### config.mk
export PLATFORM = sky130hd
export DESIGN_NAME = clock_select_ctrl
export DESIGN_NICKNAME = d
export VERILOG_FILES = /design/src/rtl/clock_select_ctrl.sv
export SDC_FILE = /design/constraint.sdc
export NUM_CORES = 1
export LEC_CHECK = 0
export BUFFER_PORTS_ARGS = -buffer_cell sky130_fd_sc_hd__buf_2
export CORE_MARGIN = 2
export CORE_UTILIZATION = 25
export CTS_BUF_LIST = sky130_fd_sc_hd__clkbuf_8
export CTS_CLUSTER_DIAMETER = 200
export DETAILED_ROUTE_END_ITERATION = 7
export GPL_TIMING_DRIVEN = 0
export HOLD_SLACK_MARGIN = 0.1
export PLACE_DENSITY_LB_ADDON = 0.1
export SETUP_SLACK_MARGIN = 0.4
export SLEW_MARGIN = 10
export SYNTH_ARGS = -nofsm -noshare
export SYNTH_HDL_FRONTEND = slang
export SYNTH_SLANG_ARGS = --single-unit
export TNS_END_PERCENT = 20
### constraint.sdc
create_clock -name hs_ck_ip -period 2.1 [get_ports hs_ck_ip]
set_input_delay 0.105 -clock hs_ck_ip [delete_from_list [all_inputs] [get_ports hs_ck_ip]]
set_output_delay 0.105 -clock hs_ck_ip [all_outputs]
set_load 0.05 [all_outputs]
### src/rtl/clock_select_ctrl.sv
// clock_select_ctrl: drives the HS/LS clock switch request from CPU decode.
// Stalls the CPU until the switch confirms; enforces LS dwell and timeout.
module clock_select_ctrl #(
   parameter logic [7:0] RAM_TOP_PAGE = 8'h80,
   parameter logic [7:0] IO_PAGE_LO   = 8'hFC,
   parameter int         LS_MIN       = 1,
   parameter int         IO_HOLD      = 2,
   parameter int         ADDR_DLY     = 2,
   parameter int         TIMEOUT      = 255
) (
   input  logic        hs_ck_ip,
   input  logic        resetb,
   input  logic        ls_ck_ip,
   input  logic        cpu_ck_ip,
   input  logic [15:0] addr_ip,
   input  logic        vda_ip,
   input  logic        vpa_ip,
   input  logic        himem_ip,
   input  logic        shadow_en_ip,
   input  logic        selected_hs_ip,
   input  logic        selected_ls_ip,
   output logic        select_hs_op,
   output logic        rdy_op,
   output logic [1:0]  state_op,
   output logic        switch_err_op
);

   typedef enum logic [1:0] {
      HS_RUN = 2'd0,
      TO_LS  = 2'd1,
      LS_RUN = 2'd2,
      TO_HS  = 2'd3
   } state_t;

   localparam int HOLD_MAX = (LS_MIN > IO_HOLD) ? LS_MIN : IO_HOLD;
   localparam int HW = (HOLD_MAX < 1) ? 1 : $clog2(HOLD_MAX + 1);
   localparam int TW = (TIMEOUT < 1) ? 1 : $clog2(TIMEOUT + 1);

   localparam logic [HW-1:0] HOLD_LS  = HW'(LS_MIN);
   localparam logic [HW-1:0] HOLD_IO  = HW'(IO_HOLD);
   localparam logic [HW-1:0] HOLD_TOP = HW'(HOLD_MAX);
   localparam logic [TW-1:0] TO_LAST  = TW'(TIMEOUT - 1);

   state_t              state;
   logic [2:0]          ls_sync;
   logic [2:0]          cpu_sync;
   logic [1:0]          shs_sync;
   logic [1:0]          sls_sync;
   logic                cpu_fall_r;
   logic [ADDR_DLY-1:0] dly;
   logic [HW-1:0]       hold_cnt;
   logic [TW-1:0]       tcnt;
   logic                io_l;

   logic       ls_rise;
   logic       cpu_fall;
   logic       decide;
   logic       hs_ok;
   logic       ls_ok;
   logic [7:0] page;
   logic       valid;
   logic       fast;
   logic       io;
   logic       unused_addr;

   assign ls_rise  = ls_sync[1] & ~ls_sync[2];
   assign cpu_fall = ~cpu_sync[1] & cpu_sync[2];
   assign decide   = dly[ADDR_DLY-1];
   assign hs_ok    = shs_sync[1] & ~sls_sync[1];
   assign ls_ok    = sls_sync[1] & ~shs_sync[1];

   assign page  = addr_ip[15:8];
   assign valid = vda_ip | vpa_ip;
   assign fast  = himem_ip | (shadow_en_ip & (page < RAM_TOP_PAGE));
   assign io    = ~himem_ip & (page >= IO_PAGE_LO) & (page <= 8'hFE);

   assign unused_addr = ^addr_ip[7:0];

   assign state_op = state;

   // Synchronise async inputs and time the decode point after cpu_ck falls.
   always_ff @(posedge hs_ck_ip or negedge resetb) begin
      if (!resetb) begin
         ls_sync    <= '0;
         cpu_sync   <= '0;
         shs_sync   <= '0;
         sls_sync   <= '0;
         cpu_fall_r <= 1'b0;
         dly        <= '0;
      end else begin
         ls_sync    <= {ls_sync[1:0], ls_ck_ip};
         cpu_sync   <= {cpu_sync[1:0], cpu_ck_ip};
         shs_sync   <= {shs_sync[0], selected_hs_ip};
         sls_sync   <= {sls_sync[0], selected_ls_ip};
         cpu_fall_r <= cpu_fall;
         dly        <= (dly << 1) | ADDR_DLY'(cpu_fall_r);
      end
   end

   // Switch FSM with registered request, ready, dwell and timeout state.
   always_ff @(posedge hs_ck_ip or negedge resetb) begin
      if (!resetb) begin
         state         <= LS_RUN;
         select_hs_op  <= 1'b0;
         rdy_op        <= 1'b1;
         switch_err_op <= 1'b0;
         hold_cnt      <= '0;
         tcnt          <= '0;
         io_l          <= 1'b0;
      end else begin
         if (ls_rise && hold_cnt != '0)
            hold_cnt <= hold_cnt - 1'b1;
         tcnt <= '0;
         unique case (state)
            LS_RUN: begin
               if (decide && valid) begin
                  if (io) begin
                     hold_cnt <= HOLD_IO;
                  end else if (fast && hold_cnt == '0) begin
                     state        <= TO_HS;
                     select_hs_op <= 1'b1;
                     rdy_op       <= 1'b0;
                  end
               end
            end
            HS_RUN: begin
               if (decide && valid && !fast) begin
                  state        <= TO_LS;
                  select_hs_op <= 1'b0;
                  rdy_op       <= 1'b0;
                  io_l         <= io;
               end
            end
            TO_HS: begin
               if (hs_ok) begin
                  state  <= HS_RUN;
                  rdy_op <= 1'b1;
               end else if (tcnt == TO_LAST) begin
                  state         <= LS_RUN;
                  select_hs_op  <= 1'b0;
                  rdy_op        <= 1'b1;
                  switch_err_op <= 1'b1;
                  hold_cnt      <= HOLD_LS;
               end else begin
                  tcnt <= tcnt + 1'b1;
               end
            end
            TO_LS: begin
               if (ls_ok) begin
                  state    <= LS_RUN;
                  rdy_op   <= 1'b1;
                  hold_cnt <= io_l ? HOLD_TOP : HOLD_LS;
               end else if (tcnt == TO_LAST) begin
                  state         <= LS_RUN;
                  select_hs_op  <= 1'b0;
                  rdy_op        <= 1'b1;
                  switch_err_op <= 1'b1;
                  hold_cnt      <= HOLD_LS;
               end else begin
                  tcnt <= tcnt + 1'b1;
               end
            end
            default: ;
         endcase
      end
   end

endmodule

-- After elaboration in Yosys (flattened, before gate mapping)
Index checks and enable logic that the tools add are counted.
- register bits: 29
- bits of input ports: 26
- output and inout port bits: 5
- logic and storage cells: 95
- $add $sub $neg: 2
- order comparisons: 3
- equal/unequal tests: 10
- multiplexer cells: 39
- bitwise gates (word level): 15
- reductions and logical operators: 13
- operator list (cell ; count):
    $mux W2 ; 14
    $mux W8 ; 3
    $mux W1 ; 16
    $pmux W8 S2 ; 1
    $ne A2 B2 Y1 const B ; 6
    $add A8 B1 Y8 const B ; 1
    $eq A8 B8 Y1 const B ; 1
    $ge A8 B8 Y1 const B ; 1
    $le A8 B8 Y1 const B ; 1
    $lt A8 B8 Y1 const B ; 1
    $pmux W1 S4 ; 2
    $pmux W2 S4 ; 1
    $and A1 B1 Y1 ; 7
    $pmux W2 S3 ; 1
    $reduce_and A6 Y1 ; 1
    $not A1 Y1 ; 5
    $eq A2 B2 Y1 const B ; 2
    $logic_and A1 B1 Y1 ; 4
    $logic_not A2 Y1 ; 2
    $reduce_and A4 Y1 ; 1
    $reduce_bool A2 Y1 ; 2
    $reduce_and A3 Y1 ; 1
    $eq A2 B1 Y1 const B ; 1
    $or A1 B1 Y1 ; 2
    other kinds (5) ; 5

-- Depth between registers and ports, before layout
Gate-level depths: netlist of run 1.
- depth in word-level cells: 8
- gate-level depth with buffers: 6
- mapped depth without buffers: 6

-- Least setup slack after synthesis of run 1
OpenSTA, ideal clock, no wires.
- kind: reg2reg
- start: register state[0], in the netlist state_op[0]
- end: register io_l
- setup time: 0.125 ns
- data arrival time: 1.445 ns
- data required time: 1.975 ns
- slack: 0.530 ns
- cell stages (with the launch flop): 4
- buffers on the path: 1
- period minus slack after synthesis: 1.570 ns
- path through: dfrtp_1 -> buf_2 -> nor4_1 -> mux2_2
- longest elaborated chain between the ends: 2
- ends and longest elaborated chain (what ; RTL line ; RTL):
    start, declared ; 44 ; state_t state;
    start signal, assigned ; 103 ; state <= LS_RUN;
    start signal, assigned ; 120 ; state <= TO_HS;
    start signal, assigned ; 128 ; state <= TO_LS;
    $logic_not A2 Y1 ; 114 ; unique case (state)
    $reduce_and A2 Y1 (no line) ; n/a ;
    end signal, assigned ; 131 ; io_l <= io;
    end, declared ; 53 ; logic io_l;
Every way passes these cells.
A chain may end at the register's enable or synchronous reset.

-- Final worst setup path of run 1
- start: register hold_cnt[0]
- end: register hold_cnt[0]
- longest elaborated chain between the ends: 6
- elaborated cells on any way between the ends: 10
- classes of those cells: add/sub (1); mux (7); reduce/logical (2)
- ends and longest elaborated chain (what ; RTL line ; RTL):
    start, declared ; 51 ; logic [HW-1:0] hold_cnt;
    start signal, assigned ; 112 ; hold_cnt <= hold_cnt - 1'b1;
    start signal, assigned ; 152 ; hold_cnt <= io_l ? HOLD_TOP : HOLD_LS;
    parallel branches: the longest is 2 deep, another holds $sub A2 B1 Y2 ; n/a ;
    $mux W2 (*) ; 111 ; if (ls_rise && hold_cnt != '0)
    $mux W2, on equally long branches ; 138, 153, 117 ;
    $mux W2, on equally long branches ; 149, 116, 135 ;
    $pmux W2 S3 (*) ; 114 ;
Every way passes the cells marked *.

==> results of run 1 <==
-- state kept, by name, indices dropped and copies added, names as in the netlist --
name	flops
switch_err_op	1
sls_sync	2
io_l	1
ls_sync	3
cpu_fall_r	1
dly	2
shs_sync	2
state_op	2
rdy_op	1
hold_cnt	2
cpu_sync	3
select_hs_op	1
tcnt	8
-- kinds of logic (layout without fill, tap and decap cells) --
family | after synthesis | after routing | share of synthesized area
AND/OR/NAND/NOR | 40 | 40 | 0.193
flip-flops | 29 | 29 | 0.579
AO/OA/AOI/OAI | 19 | 19 | 0.113
buffers and inverters | 8 | 43 | 0.0278
XOR/XNOR | 7 | 7 | 0.0487
adder cells (fa/ha/maj) | 3 | 3 | 0.0298
multiplexers | 1 | 1 | 0.00895
-- power by group through the flow --
stage / registers (W) / logic [W] / clock network (W)
3_3_place_gp: 0.000720 / 0.000494 / 0
6_report: 0.000709 / 0.000507 / 0.000447
5_1_grt: 0.000721 / 0.000567 / 0.000496
2_1_floorplan: 0.000822 / 0.000257 / 0
3_5_place_dp: 0.000719 / 0.000504 / 0
4_1_cts: 0.000710 / 0.000514 / 0.000470
-- repair_timing --
action                     4_1_cts  5_1_grt
setup endpoints to repair        0        2
hold endpoints to repair        31        0
hold buffers                     5        0
gates resized for setup          0        1
-- area by class of cell --
cell class | instances | area share
plain buffers | 2 | 0.00785
multi-input cells | 70 | 0.314
clock inverters | 3 | 0.0110
repair buffers | 27 | 0.100
clock buffers | 5 | 0.0432
inverters | 6 | 0.0141
well taps | 67 | 0.0526
flip-flops and latches | 29 | 0.457
-- metal layers --
metal / vias up / wire [µm] / GRT usage
li1: 447 / - / -
met2: 22 / 1110 / 0.151
met3: 5 / 165 / 0.0428
met1: 449 / 1120 / 0.127
met4: 0 / 62 / 0.0595
met5: - / 0 / 0
-- worst register-to-register path, delay by kind of cell, from the launching register on --
family / cells / cell delay (ns)
buffers and inverters: 1 / 0.05
AO/OA/AOI/OAI: 1 / 0.28
XOR/XNOR: 1 / 0.16
adder cells (fa/ha/maj): 1 / 0.24
flip-flops: 1 / 0.36
AND/OR/NAND/NOR: 2 / 0.35
-- per-stage QoR --
stage / setup WS (ns) / total power (W) / hold WS (ns)
2_1_floorplan: 0.530 / 0.00108 / -0.191
3_3_place_gp: 0.461 / 0.00121 / 0.170
3_5_place_dp: 0.420 / 0.00122 / 0.174
4_1_cts: 0.405 / 0.00169 / 0.238
5_1_grt: 0.437 / 0.00178 / 0.264
6_report: 0.553 / 0.00166 / 0.249
-- worst paths after layout --
path,startpoint,to,slack [ns],cells after the start
worst min register to register,shs_sync[0],shs_sync[1],0.35,0
worst max register to register,hold_cnt[0],hold_cnt[0],0.55,6
worst min-delay path,addr_ip[8],hold_cnt[0],0.25,4
min in group asynchronous,resetb,tcnt[6],0.38,2
max in group asynchronous,resetb,hold_cnt[0],1.31,2
worst max-delay path,hold_cnt[0],hold_cnt[0],0.55,6
-- placed cells by master, fill, tap and decap left out, types with 2 or more instances in the layout --
cell	netlist	final
a211o_1	3	3
a211oi_1	2	2
a21oi_1	4	4
a31oi_1	2	2
and3_1	2	2
and4_4	2	2
buf_2	1	23
clkbuf_8	0	5
clkinv_2	0	2
dfrtp_1	27	27
dfstp_2	2	2
dlygate4sd3_1	0	5
ha_1	3	3
inv_1	6	6
nand3_1	7	7
nand4_1	2	2
nor2_1	12	12
nor2b_1	4	4
nor4_1	2	2
o21ai_0	2	2
or2_2	2	2
xnor2_1	2	2
xor2_1	5	5
==> results_dict.tcl, run 1 <==
set metrics [dict create \
    dp.cells 196 \
    cp.arrival_ns 1.72 \
    ios 31 \
    ys.flop_type "dfrtp_1" \
    seqPwrFrac 0.426 \
    wl_per_cell_um 11.7 \
    internal_power_w 0.00105 \
    h-tree-depth 2 \
    area_growth_pct 26.6 \
    irDropWorstVdd_mv 0.350 \
    finalHoldViolCount 0 \
    register_area_um2 728 \
    synthArstFlopShare 1.00 \
    routabilityCongestion 0.752 \
    final_cell_area_mm2 0.00159 \
    diodes 0 \
    synth_seq_cells 29 \
    clk_latency_ns 0.28 \
    synth_most_common_cell "dfrtp_1" \
    cts_sinks 29 \
    setup_viol 0 \
    routed_via_density 4.42 \
    routed_wl_mm 2.45 \
    hold_path.class "input pin to flop" \
    yosys.area.top_type "dfrtp_1" \
    syn-cell-area_mm2 0.00126 \
    synth.top_cell.area_share 0.537 \
    worst_pin_slew_ns 0.632 \
    finalClockSkew_ns 0.00512 \
    postCtsSetupBuffers 0 \
    worstSetupPathType "flop to flop" \
    coreArea_mm2 0.00479 \
    cts_buffers 5 \
    grt_pass1_vias 907 \
    die_h_um 75.0 \
    slowest_delay_ns 0.36 \
    fillerInstances 495 \
    syn_avg_cell_area_um2 11.8 \
    dpl_cell_area_mm2 0.00145 \
    required_ns 2.27 \
    relSlewSlack 0.578 \
    grt_max_degree 30 \
    cpLargestDelayFamily "flip-flops" \
    cts_root_buf "clkbuf_8" \
    io_buffers 22 \
    drc_errors 0 \
    power.leakage_nw 0.743 \
    instances_no_fill 209 \
    overflow 0 \
    yosysSeqAreaShare 0.579 \
    fmax_ghz 0.646 \
    grt_usage 0.103 \
    clk_path_buf_depth 2 \
    finalCoreUtilization 0.333 \
    maxSlewViolCount 0 \
    fin_nets 170 \
    die_w_um 75.0 \
    start_util 0.263 \
    route.antenna.remaining_nets 0 \
    drv_cap 0 \
    crit_fanout 3 \
    rsz0062_at_grt "false" \
    antenna_found_initial 0 \
    yosys-top-cells-count "dfrtp_1 (27), nor2_1 (12), nand3_1 (7)" \
    ys_warn_count 0 \
    finalCritPeriodShare 0.737 \
    p_clk_frac 0.269 \
    grt_pass1_wl_mm 4.19 \
    ys_types 34 \
    startpoint_type "flop" \
    drt_iter0_drc 30 \
    combPwrFrac 0.305 \
    syn_nets 136 \
    cts_tree "done" \
    path_buf_inv 1 \
    hpwl_mm 1.77 \
    p_sw_w 0.000610 \
    path_clk_slew_ns 0.06 \
    p_per_area_mw_per_mm2 1040 \
    synth_cells 107 \
    firstDrtPassIters 3 \
    min_period_ns 1.55 \
    status "finished, final reports clean" \
    vias 923 \
    synth_edf_count 0 \
    slowest_stage "dfrtp_1" \
    end_kind "flop" \
    layout-drive-gt1-share 0.296 \
    multi_input_area_um2 500 \
    path_cells "inv_1 -> ha_1 -> nor3b_2 -> xnor2_1 -> nor2_1 -> a211o_1" \
    rows 25 \
    p_sw_frac 0.367 \
    fin_setup_tns_ns 0 \
    dieArea_mm2 0.00562 \
    synth.area.top_cells "dfrtp_1 (54%), dfstp_2 (4.2%), nor2_1 (3.6%)" \
]
Note: power is estimated with default switching activity, not from simulation.
==> inputs of run 2 (changes only) <==
- ABC_AREA: not set -> 1
- clock period: 2.1 -> 1.53 ns (I/O delays scaled with it)
==> run 2 against run 1 <==
Non-clock buffer count increased by 3. Critical path type unchanged. Largest cell class unchanged. Synthesized cell count increased by 36%. Count of clock-buffer cells in the layout increased by 1. Core utilization increased by 0.50 points. Critical path depth increased by 3. Cell count increased by 22%. Register-to-register slack got worse by 0.36 ns. Worst setup slack got worse by 0.36 ns.
==> results_dict.tcl, run 2 <==
set metrics [dict create \
    synth.top_cell.area_share 0.507 \
    synth_most_common_cell "nand2_1" \
    fin_setup_tns_ns 0 \
    yosys.area.top_type "dfrtp_1" \
    io_buffers 22 \
    h-tree-depth 2 \
    cp_common_cell "nand2_1" \
    vias 1052 \
    synth_seq_cells 29 \
    relSlewSlack 0.571 \
    register_area_um2 733 \
    regToRegEndpoint "select_hs_op" \
    coreArea_mm2 0.00514 \
    drv_cap 0 \
    grt_pass1_vias 1063 \
    p_per_area_mw_per_mm2 1440 \
    rsz0062_at_grt "true" \
    synth_cells 146 \
    largest_register_ffs 8 \
    final_common_cell "nand2_1" \
    place_ws_ns 0.143 \
    drc_errors 0 \
    routed_wl_mm 2.57 \
    required_ns 1.69 \
    ys_warn_count 0 \
    worst_slack_ns 0.196 \
    fillerInstances 601 \
    min-delay-start "addr_ip[13]" \
    route.antenna.remaining_nets 0 \
    slowest_delay_ns 0.38 \
    routabilityCongestion 0.722 \
    p_sw_frac 0.370 \
    p_total_w 0.00250 \
    instances_no_fill 255 \
    drt_iter0_drc 23 \
    cp.arrival_ns 1.49 \
    slowest_stage "dfrtp_1" \
    combPwrFrac 0.350 \
    ys_types 22 \
    multi_input_area_um2 551 \
    grt_usage 0.0988 \
    synth.area.top_cells "dfrtp_1 (51%), nand2_1 (8.4%), inv_1 (5.9%)" \
    maxSlewViolCount 0 \
    cts_root_buf "clkbuf_8" \
    synth-xor-area-share 0.0394 \
    layout-drive-gt1-share 0.314 \
    startpoint_type "flop" \
    irDropWorstVdd_mv 0.485 \
    hpwl_mm 1.86 \
    p_sw_w 0.000924 \
    wl_per_cell_um 10.1 \
    fin_nets 214 \
    cts_buffers 5 \
    grt_pass1_wl_mm 4.60 \
    end_kind "flop" \
    finalCritPeriodShare 0.872 \
    clk_latency_ns 0.27 \
    routed_via_density 4.13 \
    syn_avg_cell_area_um2 9.14 \
    synth_mux_area_frac 0 \
    ys.flop_type "dfrtp_1" \
    worstSetupPathType "flop to flop" \
    yosys.area_share.simple 0.281 \
    finalHoldViolCount 0 \
    timing.reg2reg.setup_slack_ns 0.20 \
    synth_edf_count 0 \
    r2r_cells 9 \
    hold_path.class "input pin to flop" \
    grt_max_degree 30 \
    overflow 0 \
    path_cells "inv_1 -> ha_2 -> inv_2 -> nor2_4 -> nand2_4 -> a21oi_4 -> nand3_2 -> nand2_1 -> nand2_1" \
    start_util 0.259 \
    ios 31 \
    cts_tree "done" \
    syn_nets 175 \
    path_buf_inv 2 \
    worst_pin_slew_ns 0.643 \
    final_cell_area_mm2 0.00174 \
    clk_path_buf_depth 2 \
    worstSetupPathDepth 9 \
    cpLargestDelayFamily "simple AND/OR/NAND/NOR gates" \
    min_to "io_l" \
    setup_viol 0 \
    path_clk_slew_ns 0.06 \
    yosys-top-cells-count "nand2_1 (30), dfrtp_1 (27), inv_1 (21)" \
    r2r_start "tcnt[0]" \
    yosysSeqAreaShare 0.546 \
    diodes 0 \
    firstDrtPassIters 4 \
    status "finished, final reports clean" \
    fmax_ghz 0.750 \
    area_growth_pct 30.3 \
    most-common-layout-cells "nand2_1 (29), dfrtp_1 (26), buf_2 (22), inv_1 (20), nor2_1 (16)" \
    whs_path_depth 5 \
    cts_sinks 29 \
    dieArea_mm2 0.00594 \
    synthAdderAreaFrac 0.0281 \
    dp.cells 238 \
    seqPwrFrac 0.408 \
    die_w_um 77.0 \
    synth_compound_gate_area_share 0.0432 \
    syn-cell-area_mm2 0.00133 \
    rows 26 \
    dpl_cell_area_mm2 0.00154 \
    die_h_um 77.0 \
    finalClockSkew_ns 0.00394 \
    crit_fanout 4 \
    min_period_ns 1.33 \
    p_clk_frac 0.243 \
    synth_top_family_by_area "simple AND/OR/NAND/NOR gates" \
    synthArstFlopShare 1.00 \
    internal_power_w 0.00157 \
    power.leakage_nw 0.881 \
    antenna_found_initial 0 \
    largestRegisters "tcnt x8, cpu_sync x3, ls_sync x3" \
    regMostFlops "tcnt" \
]
[run 2: per-stage QoR]
stage	utilization	hold WS [ns]
finish	0.338	0.211
global route	0.338	0.274
CTS	0.331	0.200
detailed placement	0.299	0.142
global placement	0.299	0.140
floorplan	-	-0.219
[run 2: what timing repair did]
action	CTS	global route
hold endpoints to repair	31	0
setup buffers	2	3
endpoints found under the setup margin	17	19
pin swaps	3	4
gates resized for setup	4	5
hold buffers	5	0
[run 2: logic make-up (layout without fill, tap and decap cells)]
family                   after synthesis  count (layout)
flip-flops                            29              29
AO/OA/AOI/OAI                          9               9
XOR/XNOR                               6               6
adder cells (fa/ha/maj)                3               3
AND/OR/NAND/NOR                       77              77
buffers and inverters                 22              61
[run 2: final cells by class]
class / instances / share of cell area
flip-flops and latches: 29 / 0.422
clock buffers: 6 / 0.0475
clock inverters: 1 / 0.00216
repair buffers: 32 / 0.114
multi-input cells: 95 / 0.317
well taps: 70 / 0.0504
inverters: 22 / 0.0475
[run 2: how the worst max path moves through the flow]
stage / slack (ns) / to / start
finish: 0.20 / select_hs_op / tcnt[0]
global route: 0.12 / select_hs_op / tcnt[0]
CTS: 0.23 / state_op[0] / state_op[1]
detailed placement: 0.14 / select_hs_op / tcnt[0]
global placement: 0.17 / select_hs_op / tcnt[0]
floorplan: 0.24 / state_op[0] / state_op[1]
[run 2: power groups by stage]
stage	clock network, W	registers, W	logic [W]
global route	0.000684	0.00104	0.000987
global placement	0	0.00103	0.000767
CTS	0.000642	0.00102	0.000833
floorplan	0	0.00116	0.000434
detailed placement	0	0.00103	0.000776
finish	0.000606	0.00102	0.000874
[run 2: worst register-to-register path, cell delays in order, from the launching register on]
cell     delay (ns)
dfrtp_1        0.38
inv_1          0.06
ha_2           0.17
inv_2          0.04
nor2_4         0.14
nand2_4        0.10
a21oi_4        0.17
nand3_2        0.07
nand2_1        0.06
nand2_1        0.04
[run 2: per-layer routing]
layer  global-route usage  share of wire  up-vias
met1                0.121           0.48      489
met4               0.0482          0.017        0
met5                    0              0        -
met2                0.151           0.44       24
met3               0.0400          0.065        5
li1                     -              -      534
==> inputs of run 3 (changes only) <==
--- a/config.mk
+++ b/config.mk
@@ -15,5 +15,5 @@
 export GPL_TIMING_DRIVEN = 0
 export HOLD_SLACK_MARGIN = 0.1
-export PLACE_DENSITY_LB_ADDON = 0.1
+export MAX_ROUTING_LAYER = met4
 export SETUP_SLACK_MARGIN = 0.4
 export SLEW_MARGIN = 10
==> constraint.sdc (replaced) <==
create_clock -name hs_ck_ip -period 1.53 [get_ports hs_ck_ip]
set_input_delay 0.306 -clock hs_ck_ip [delete_from_list [all_inputs] [get_ports hs_ck_ip]]
set_output_delay 0.306 -clock hs_ck_ip [all_outputs]
set_load 0.05 [all_outputs]
==> run 3 against run 2 <==
Global-route usage decreased by 0.74 points. Worst setup slack got worse by 0.064 ns. Critical path depth decreased by 8.
==> results_dict.tcl, run 3 (same netlist as run 2, synthesis figures left out) <==
set metrics [dict create \
    status "finished, final reports clean" \
    cp.arrival_ns 1.09 \
    ios 31 \
    irDropWorstVdd_mv 0.579 \
    die_w_um 77.0 \
    setup_viol 0 \
    worstSetupPathType "flop to output pin" \
    grt_usage 0.0914 \
    r2r_start "shs_sync[1]" \
    slowest_delay_ns 0.66 \
    p_per_area_mw_per_mm2 1560 \
    largestRegisters "tcnt x8, cpu_sync x3, ls_sync x3" \
    routed_via_density 3.98 \
    die_h_um 77.0 \
    wl_per_cell_um 9.63 \
    cts_root_buf "clkbuf_8" \
    vias 1011 \
    instances_no_fill 254 \
    cts_buffers 5 \
    maxSlewViolCount 0 \
    cts_tree "done" \
    path_buf_inv 1 \
    h-tree-depth 2 \
    coreArea_mm2 0.00514 \
    routed_wl_mm 2.45 \
    drc_errors 0 \
    finalHoldViolCount 0 \
    clk_latency_ns 0.28 \
    startpoint "state_op[1]" \
    grt_max_degree 30 \
    start_util 0.259 \
    fin_setup_tns_ns 0 \
    io_buffers 22 \
    clk_path_buf_depth 2 \
    slowest_stage "dfstp_4" \
    route.antenna.remaining_nets 0 \
    fmax_ghz 0.716 \
    area_growth_pct 32.6 \
    largest_register_ffs 8 \
    hold_path.class "input pin to flop" \
    startpoint_type "flop" \
    layout-drive-gt1-share 0.337 \
    grt_pass1_wl_mm 4.06 \
    overflow 0 \
    min-delay-start "selected_hs_ip" \
    worst_pin_slew_ns 0.639 \
    hpwl_mm 1.65 \
    most-common-layout-cells "nand2_1 (28), dfrtp_1 (26), inv_1 (20), buf_2 (19), nor2_1 (14)" \
    finalCoreUtilization 0.344 \
    antenna_found_initial 0 \
    regMostFlops "tcnt" \
    firstDrtPassIters 4 \
    routabilityCongestion 0.762 \
    power.leakage_nw 0.888 \
    rows 26 \
    cpLargestDelayFamily "flip-flops" \
    drv_cap 0 \
    crit_fanout 5 \
    finalCritPeriodShare 0.913 \
    relSlewSlack 0.574 \
    final_common_cell "nand2_1" \
    cts_sinks 29 \
    dp.cells 238 \
    path_clk_slew_ns 0.06 \
    required_ns 1.22 \
    path_cells "buf_8" \
    fin_nets 213 \
    dieArea_mm2 0.00594 \
    finalClockSkew_ns 0.00710 \
    diodes 0 \
    min_period_ns 1.40 \
    rsz0062_at_grt "true" \
    grt_pass1_vias 941 \
    drt_iter0_drc 42 \
    end_kind "output pin" \
]
run 3: timing repair:
item,4_1_cts,5_1_grt
cloned,0,1
hold endpoints to repair,27,0
gates resized for setup,10,9
setup buffers,2,5
endpoints found under the setup margin,20,48
hold buffers,1,0
pin swaps,2,4
run 3: path summary, 6_finish.rpt:
kind                                 end  cells after the start  slack, ns
max                          state_op[1]                      1       0.13
min                          shs_sync[0]                      1       0.12
max reg2reg                switch_err_op                      6       0.19
min reg2reg                   ls_sync[1]                      0       0.35
max in group asynchronous    state_op[0]                      2       0.50
min in group asynchronous    shs_sync[1]                      2       0.58
run 3: final cells by class:
class                           instances  area (µm²)
Fill cell                             558        3370
Sequential cell                        29         733
Multi-Input combinational cell         96         562
Timing Repair Buffer                   30         199
Tap cell                               70        87.6
Inverter                               22        82.6
Clock buffer                            5        68.8
Clock inverter                          2        35.0
run 3: power breakdown:
group / switching (W) / total (W) / internal (W)
logic: 0.000597 / 0.000997 / 0.000400
clock network: 0.000278 / 0.000750 / 0.000472
registers: 0.0000965 / 0.00102 / 0.000919
run 3: per-stage QoR:
| step | area [µm²] | hold WS, ns | total power, W | worst slack, ns |
|---|---|---|---|---|
| floorplan | 1340 | 0.0104 | 0.00160 | 0.241 |
| global placement | 1540 | 0.333 | 0.00178 | 0.183 |
| detailed placement | 1540 | 0.335 | 0.00179 | 0.177 |
| CTS | 1700 | 0.113 | 0.00268 | 0.128 |
| global route | 1770 | 0.113 | 0.00296 | 0.104 |
| finish | 1770 | 0.123 | 0.00276 | 0.133 |
run 3: metal layers:
layer  routed length (µm)  vias to the layer above  GRT usage  part of all wire
li1                     -                      533          -                 -
met1                 1210                      443      0.112              0.49
met2                 1030                       28      0.123              0.42
met3                  138                        7     0.0376             0.056
met4                   68                        0     0.0589             0.028
met5                    0                        -          -                 0
